## config.mk

```make
export PLATFORM = sky130hd
export DESIGN_NAME = alu_share_arbiter_flat
export DESIGN_NICKNAME = d
export VERILOG_FILES = /design/src/rtl/alu_arb_pkg.sv /design/src/rtl/alu_share_arbiter_if.sv /design/src/rtl/alu_share_arbiter_rr_arb2.sv /design/src/rtl/alu_share_arbiter.sv /design/src/flat_wrapper.sv
export SDC_FILE = /design/constraint.sdc
export NUM_CORES = 1
export LEC_CHECK = 0
export ABC_AREA = 0
export CORE_UTILIZATION = 30
export DETAILED_ROUTE_END_ITERATION = 8
export PLACE_DENSITY = 0.67
export SLEW_MARGIN = 5
export SYNTH_ARGS = -nofsm -noshare
export SYNTH_HDL_FRONTEND = slang
export SYNTH_SLANG_ARGS = --single-unit
```

## constraint.sdc

```tcl
create_clock -name clk -period 1.38 [get_ports clk]
set_input_delay 0.138 -clock clk [delete_from_list [all_inputs] [get_ports clk]]
set_output_delay 0.138 -clock clk [all_outputs]
set_load 0.02 [all_outputs]
```

## src/rtl/alu_arb_pkg.sv

```systemverilog
// Shared types and constants for the two-requester NOT/SHR ALU arbiter.
// Optional zero-result statistics are enabled with ALU_ARB_ZERO_STAT_EN.
package alu_arb_pkg;

  localparam int W   = 7;
  localparam int OPW = 1;

  localparam logic [OPW-1:0] OP_NOT = 1'b0;
  localparam logic [OPW-1:0] OP_SHR = 1'b1;

  typedef enum logic [1:0] {
    IDLE  = 2'd0,
    ISSUE = 2'd1,
    RESP  = 2'd2
  } state_t;

  function automatic logic [1:0] id_onehot(input logic id);
    return id ? 2'b10 : 2'b01;
  endfunction

endpackage

```

## src/rtl/alu_share_arbiter_if.sv

```systemverilog
// Request/response handshake bundle between two requesters and the ALU arbiter.
// Requesters connect through the master modport, the arbiter through slave.
interface alu_share_arbiter_if #(
  parameter int W   = alu_arb_pkg::W,
  parameter int OPW = alu_arb_pkg::OPW
);

  logic [1:0]     req_valid;
  logic [1:0]     req_ready;
  logic [W-1:0]   req_a0;
  logic [W-1:0]   req_b0;
  logic [OPW-1:0] req_op0;
  logic [W-1:0]   req_a1;
  logic [W-1:0]   req_b1;
  logic [OPW-1:0] req_op1;
  logic [1:0]     resp_valid;
  logic [1:0]     resp_ready;
  logic [W-1:0]   resp_data;
  logic           resp_zero;

  modport master (
    output req_valid, req_a0, req_b0, req_op0, req_a1, req_b1, req_op1, resp_ready,
    input  req_ready, resp_valid, resp_data, resp_zero
  );

  modport slave (
    input  req_valid, req_a0, req_b0, req_op0, req_a1, req_b1, req_op1, resp_ready,
    output req_ready, resp_valid, resp_data, resp_zero
  );

endinterface

```

## src/rtl/alu_share_arbiter_rr_arb2.sv

```systemverilog
// Two-way round-robin grant: a lone requester wins, a tie goes to the
// requester that was not served last.
module rr_arb2 (
  input  logic [1:0] req_valid,
  input  logic       last_grant,
  output logic [1:0] grant
);

  always_comb begin
    grant = 2'b00;
    case (req_valid)
      2'b01:   grant = 2'b01;
      2'b10:   grant = 2'b10;
      2'b11:   grant = last_grant ? 2'b01 : 2'b10;
      default: grant = 2'b00;
    endcase
  end

endmodule

```

## src/rtl/alu_share_arbiter.sv

```systemverilog
// Shares one external combinational NOT/SHR ALU between two requesters.
// Define ALU_ARB_ZERO_STAT_EN to add the saturating zero-result counter.
module alu_share_arbiter #(
  parameter int W   = alu_arb_pkg::W,
  parameter int OPW = alu_arb_pkg::OPW
) (
  input  logic           clk,
  input  logic           reset_n,
  alu_share_arbiter_if.slave bus,
  output logic [W-1:0]   alu_a,
  output logic [W-1:0]   alu_b,
  output logic [OPW-1:0] alu_op,
  input  logic [W-1:0]   alu_result,
  input  logic           alu_zero,
  output logic           busy
`ifdef ALU_ARB_ZERO_STAT_EN
  ,
  input  logic           zero_count_clr,
  output logic [7:0]     zero_count
`endif
);

  import alu_arb_pkg::*;

  state_t     state;
  state_t     nxt_state;
  logic       owner;
  logic       last_grant;
  logic [1:0] grant;
  logic       req_fire;
  logic       resp_fire;

  rr_arb2 u_rr_arb2 (
    .req_valid  (bus.req_valid),
    .last_grant (last_grant),
    .grant      (grant)
  );

  // grant is always a subset of req_valid, so any grant in IDLE is a handshake
  assign req_fire  = (state == IDLE) && (grant != 2'b00);
  assign resp_fire = (state == RESP) && bus.resp_ready[owner];

  always_ff @(posedge clk or negedge reset_n) begin
    if (!reset_n) state <= IDLE;
    else          state <= nxt_state;
  end

  always_comb begin
    nxt_state = state;
    case (state)
      IDLE:    if (req_fire)  nxt_state = ISSUE;
      ISSUE:                  nxt_state = RESP;
      RESP:    if (resp_fire) nxt_state = IDLE;
      default:                nxt_state = IDLE;
    endcase
  end

  always_comb begin
    bus.req_ready  = 2'b00;
    bus.resp_valid = 2'b00;
    busy           = 1'b0;
    case (state)
      IDLE:    bus.req_ready = grant;
      ISSUE:   busy = 1'b1;
      RESP: begin
        busy           = 1'b1;
        bus.resp_valid = id_onehot(owner);
      end
      default: busy = 1'b1;
    endcase
  end

  // Operand registers only load on a request handshake, so the ALU inputs
  // stay quiet outside ISSUE.
  always_ff @(posedge clk or negedge reset_n) begin
    if (!reset_n) begin
      alu_a         <= '0;
      alu_b         <= '0;
      alu_op        <= '0;
      owner         <= 1'b0;
      last_grant    <= 1'b1;
      bus.resp_data <= '0;
      bus.resp_zero <= 1'b0;
    end else begin
      if (req_fire) begin
        alu_a  <= grant[1] ? bus.req_a1  : bus.req_a0;
        alu_b  <= grant[1] ? bus.req_b1  : bus.req_b0;
        alu_op <= grant[1] ? bus.req_op1 : bus.req_op0;
        owner  <= grant[1];
      end
      if (state == ISSUE) begin
        bus.resp_data <= alu_result;
        bus.resp_zero <= alu_zero;
      end
      if (resp_fire) last_grant <= owner;
    end
  end

`ifdef ALU_ARB_ZERO_STAT_EN
  always_ff @(posedge clk or negedge reset_n) begin
    if (!reset_n) begin
      zero_count <= 8'd0;
    end else if (zero_count_clr) begin
      zero_count <= 8'd0;
    end else if (resp_fire && bus.resp_zero && (zero_count != 8'hFF)) begin
      zero_count <= zero_count + 8'd1;
    end
  end
`endif

endmodule

```

## src/flat_wrapper.sv

```systemverilog
// flat-port wrapper written by rule: the top's interface ports become plain ports
module alu_share_arbiter_flat import alu_arb_pkg::*;
#(
  parameter int W   = alu_arb_pkg::W,
  parameter int OPW = alu_arb_pkg::OPW
)
  (clk, reset_n, alu_a, alu_b, alu_op, alu_result, alu_zero, busy, bus_req_valid, bus_req_a0, bus_req_b0, bus_req_op0, bus_req_a1, bus_req_b1, bus_req_op1, bus_resp_ready, bus_req_ready, bus_resp_valid, bus_resp_data, bus_resp_zero);
  alu_share_arbiter_if #(.W(W), .OPW(OPW)) bus_i ();
  input  logic clk;
  input  logic reset_n;
  output logic [W-1:0] alu_a;
  output logic [W-1:0] alu_b;
  output logic [OPW-1:0] alu_op;
  input  logic [W-1:0] alu_result;
  input  logic alu_zero;
  output logic busy;
  input wire logic [$bits(bus_i.req_valid)-1:0] bus_req_valid;
  input wire logic [$bits(bus_i.req_a0)-1:0] bus_req_a0;
  input wire logic [$bits(bus_i.req_b0)-1:0] bus_req_b0;
  input wire logic [$bits(bus_i.req_op0)-1:0] bus_req_op0;
  input wire logic [$bits(bus_i.req_a1)-1:0] bus_req_a1;
  input wire logic [$bits(bus_i.req_b1)-1:0] bus_req_b1;
  input wire logic [$bits(bus_i.req_op1)-1:0] bus_req_op1;
  input wire logic [$bits(bus_i.resp_ready)-1:0] bus_resp_ready;
  output wire logic [$bits(bus_i.req_ready)-1:0] bus_req_ready;
  output wire logic [$bits(bus_i.resp_valid)-1:0] bus_resp_valid;
  output wire logic [$bits(bus_i.resp_data)-1:0] bus_resp_data;
  output wire logic [$bits(bus_i.resp_zero)-1:0] bus_resp_zero;
  assign bus_i.req_valid = bus_req_valid;
  assign bus_i.req_a0 = bus_req_a0;
  assign bus_i.req_b0 = bus_req_b0;
  assign bus_i.req_op0 = bus_req_op0;
  assign bus_i.req_a1 = bus_req_a1;
  assign bus_i.req_b1 = bus_req_b1;
  assign bus_i.req_op1 = bus_req_op1;
  assign bus_i.resp_ready = bus_resp_ready;
  assign bus_req_ready = bus_i.req_ready;
  assign bus_resp_valid = bus_i.resp_valid;
  assign bus_resp_data = bus_i.resp_data;
  assign bus_resp_zero = bus_i.resp_zero;
  alu_share_arbiter #(.W(W), .OPW(OPW)) u_core (.clk(clk), .reset_n(reset_n), .bus(bus_i), .alu_a(alu_a), .alu_b(alu_b), .alu_op(alu_op), .alu_result(alu_result), .alu_zero(alu_zero), .busy(busy));
endmodule
```

# Word-level counts from Yosys, hierarchy flattened
# Cells that the tools add are included.
# op_classes
n_lt_le_gt_ge,1
eq_ne,7
n_mux,14
reduce_logical,5
# op_table
operator,count
$mux W7,2
$mux W2,6
$pmux W2 S3,2
$eq A2 B2 Y1 const B,3
$eq A2 B1 Y1 const B,2
$mux W1,4
$ne A2 B1 Y1 const B,2
$logic_and A1 B1 Y1,2
$logic_not A2 Y1,1
$lt A1 B2 Y1 const B,1
$reduce_and A2 Y1,1
$reduce_bool A2 Y1,1
# word_totals
register_bits,27
inputBits,44
out_inout_bits,28
word_cells,35

# Depth between registers and ports, before layout
# depth
depth_word,6
depth_mapped,6
mapped_depth_nobuf,3

# Hierarchy
# From an unflattened synthesis, not the netlist that was laid out.
# unflattened
hier_cells,90
area_unflattened_um2,1298.7
# modules_own_cells
mod,n_inst,cells_per_inst,area_per_inst_um2,seq_area_each_um2
alu_share_arbiter,1,87,1280.0,676.9
rr_arb2,1,3,18.8,0.0

# Least setup slack after synthesis
# No wires, ideal clock.
# synth_timing
path_kind,register -> output
startpoint,register u_core.state[1]
endpoint,output port bus_req_ready[1]
t_arrival_ns,1.311
required_time_ns,1.242
slack_ns,-0.069
stages_incl_launch_ff,5
path_buffers,1
cell_sequence,dfrtp_1 -> nor2_2 -> buf_2 -> inv_1 -> nor2_1
# synth_via
elab_chain_cells,2
# synth_rtl
item,line_no,source
"start, declared",alu_share_arbiter.sv:25,state_t state;
"start signal, assigned",alu_share_arbiter.sv:45,else state <= nxt_state;
$logic_not A2 Y1,alu_share_arbiter.sv:62,case (state)
$mux W2,alu_share_arbiter.sv:62,
"end, declared",flat_wrapper.sv:25,output wire logic [$bits(bus_i.req_ready)-1:0] bus_req_ready;
# No other way between the ends.

# Worst setup path after layout
# layout_timing
startpoint,register u_core.state[1]
endpoint,output port bus_req_ready[0]
# The elaborated chain is that of the path after synthesis.

==> out/metrics.yaml <==
status: "finished with violations"
violations: "setup timing"
start_util_pct: 31.9
synthSimpleGateAreaFrac_pct: 14.0
synth_cell_type_count: 26
yosys.area.top_type: "dfrtp_1"
fmax_mhz: 719
clkLatencyLatePin_ns: 0.26
skew_ns: 0.00386
synth.most_common_cell: "nand2_1"
cellPowerDensity_nw_per_um2: 2080
synth_seq_cells: 27
crit_path_frequent_cell: "buf_6"
rsz0062_at_grt: "yes"
post-route-min-period_ns: 1.39
utilization_pct: 54.7
core-area_um2: 4120
synth.cell_area_um2: 1310
hold_ws_ns: 0.238
synth_edf_count: 0
globalRoute.totalOverflow: 0
setup_violations: 1
critical_path.top_delay_family: "flip-flops"
synth.top_cells.by_count: "31 x nand2_1, 26 x dfrtp_1, 16 x a21oi_1, 9 x mux2_2, 7 x a31oi_2"
multiInputGateArea_um2: 598
max_stage_delay_ns: 0.45
stdcell_area_um2: 2250
cap_violations: 0
fp.dieArea_um2: 4650
post_drt_wl_per_cell_um: 13.7
hold_viol: 0
io_buffer_count: 71
cts_tree: "built"
die_w_um: 68.2
slew_headroom_pct: 73.5
grt_pass1_wl_mm: 5.51
clockBufferDepth: 2
crit_chain: "nor2_4, buf_6, and3_4, buf_6"
tightest_slew_ns: 0.398
synth_compound_area_share_pct: 21.8
synth_top_family_by_area: "compound AO/OA/AOI/OAI gates"
synth_xor_xnor_area_share_pct: 0
hp-class: "input pin to async pin"
drive_gt1_share_pct: 25.8
clkTransAtPathRegs_ns: 0.09
hold_buffers: 0
drc: 0
dr.pass1.iters: 4
clock-sinks: 27
vias: 1224
pin_count: 72
drt_iter0_markers: 42
layout.cells.non_filler: 259
grt_max_degree: 28
antenna_cells: 0
synth_fa_ha_area_share_pct: 0
fin_tns_setup_ns: -0.0112
leakagePower_nw: 1.04
antenna_found_initial: 0
irDropWorstVdd_mv: 0.862
critPathKind: "register to primary output"
route.final.wire_length_mm: 3.55
fillCellCount: 358
synth_mux_area_share_pct: 7.71
placed_cell_area_um2: 2150
ff_latch_area_um2: 679
viasPerCell: 4.73
critPathSlowestCell: "dfrtp_2"
cp_max_fo: 4
dp.cells: 253
htreeDepth: 1
final_max_slew_viol_count: 0
seq_area_frac_synth_pct: 51.5
critPathLaunchType: "register"
nNetsFinal: 254
yosys_warnings: 0
grt_usage_pct: 15.8
grt_pass1_vias: 1250
rows: 23
netlist_instances: 124
synth_async_sr_flop_share_pct: 100
layout_setup_ws_ns: -0.0112
arrival_ns: 1.25
cp.required_ns: 1.24
synth_area_leaders: "dfrtp_1 50%, nand2_1 8.9%, mux2_2 7.7%"
ys_dominant_reg_cell: "dfrtp_1"
finalCritPeriodShare_pct: 101
crit_buf_inv: 2
avgSynthCellArea_um2: 10.6
area_delta_synth_final_pct: 71.4
power_mw: 4.67
clockRootBuffer: "clkbuf_8"
crit_path_end_kind: "primary output"
place_hpwl_mm: 2.74
syn-num-nets: 168
place_ws_ns: -0.327
place.gp.congestion: 0.698
die_h_um: 68.2
ant_nets: 0
netlist.area_leader.share_pct: 49.5
cts_buffers: 3
[power by group]
group	internal, mW	total, mW	switching [mW]
combinational	1.39	2.79	1.39
clock	0.201	0.433	0.232
sequential	1.21	1.45	0.243
[kinds of logic (layout without fill, tap and decap cells)]
family                 Yosys count  count (layout)
AO/OA/AOI/OAI                   36              36
buffers and inverters            9              94
flip-flops                      27              27
multiplexers                     9               9
AND/OR/NAND/NOR                 43              43
[per-layer routing]
metal | GRT usage, % | routed length [um] | share of wire, % | up-vias
li1 | - | - | - | 597
met1 | 17.2 | 1370 | 39 | 576
met2 | 31.0 | 1870 | 53 | 49
met3 | 2.17 | 276 | 7.8 | 2
met4 | 4.69 | 34 | 0.96 | 0
met5 | 0 | 0 | 0 | -
[placed cells by master, fill, tap and decap left out, types with 2 or more instances in the layout]
cell type,Yosys,routed
dfrtp_2,0,2
buf_6,1,5
a31oi_4,2,2
clkdlybuf4s50_1,0,43
buf_4,1,14
a21oi_1,16,15
clkbuf_8,0,3
nand2_1,31,31
buf_2,3,4
dlygate4sd2_1,0,10
dlymetal6s2s_1,0,13
nor2_1,3,2
a31oi_2,7,7
dfrtp_1,26,24
nand2b_1,3,3
mux2_2,9,9
a31oi_1,6,6
[final timing paths]
check,startpoint,to,slack (ns),cells after the start
max in group asynchronous,reset_n,u_core.last_grant$_DFFE_PN1P_,0.85,2
worst min-delay path,reset_n,u_core.owner$_DFFE_PN0P_,0.24,2
worst max register to register,u_core.state[1]$_DFFE_PN0P_,u_core.alu_a[1]$_DFFE_PN0P_,0.03,6
worst min register to register,u_core.bus.resp_data[3]$_DFFE_PN0N_,u_core.bus.resp_data[3]$_DFFE_PN0N_,0.51,1
worst max-delay path,u_core.state[1]$_DFFE_PN0P_,bus_req_ready[0],-0.01,4
min in group clk,bus_req_b1[2],u_core.alu_b[2]$_DFFE_PN0P_,0.43,3
[registers in the layout, indices dropped and copies added, names as in the netlist]
name / flops
u_core.alu_a: 7
u_core.alu_op: 1
u_core.owner: 1
u_core.bus.resp_zero: 1
u_core.state: 2
u_core.alu_b: 7
u_core.last_grant: 1
u_core.bus.resp_data: 7
[area by class of cell]
cell class,count,share of cell area (%)
Inverter,1,0.167
Clock inverter,1,0.222
Sequential cell,27,30.2
Clock buffer,3,1.83
Timing Repair Buffer,89,38.3
Multi-Input combinational cell,88,26.6
Tap cell,50,2.78
[worst reg2reg max path, cell delays in order (launching register included)]
cell     delay (ns)
dfrtp_2        0.45
nor2_4         0.14
buf_6          0.11
buf_6          0.13
and2_4         0.18
buf_4          0.14
a31oi_2        0.08
[what timing repair did]
| item | CTS | global route |
|---|---|---|
| resized for setup | 32 | 25 |
| hold endpoints to repair | 0 | 0 |
| buffers inserted | 2 | 0 |
| endpoints found under the setup margin | 29 | 29 |
| pin swaps | 2 | 1 |
Power figures use the tool's default switching activity.
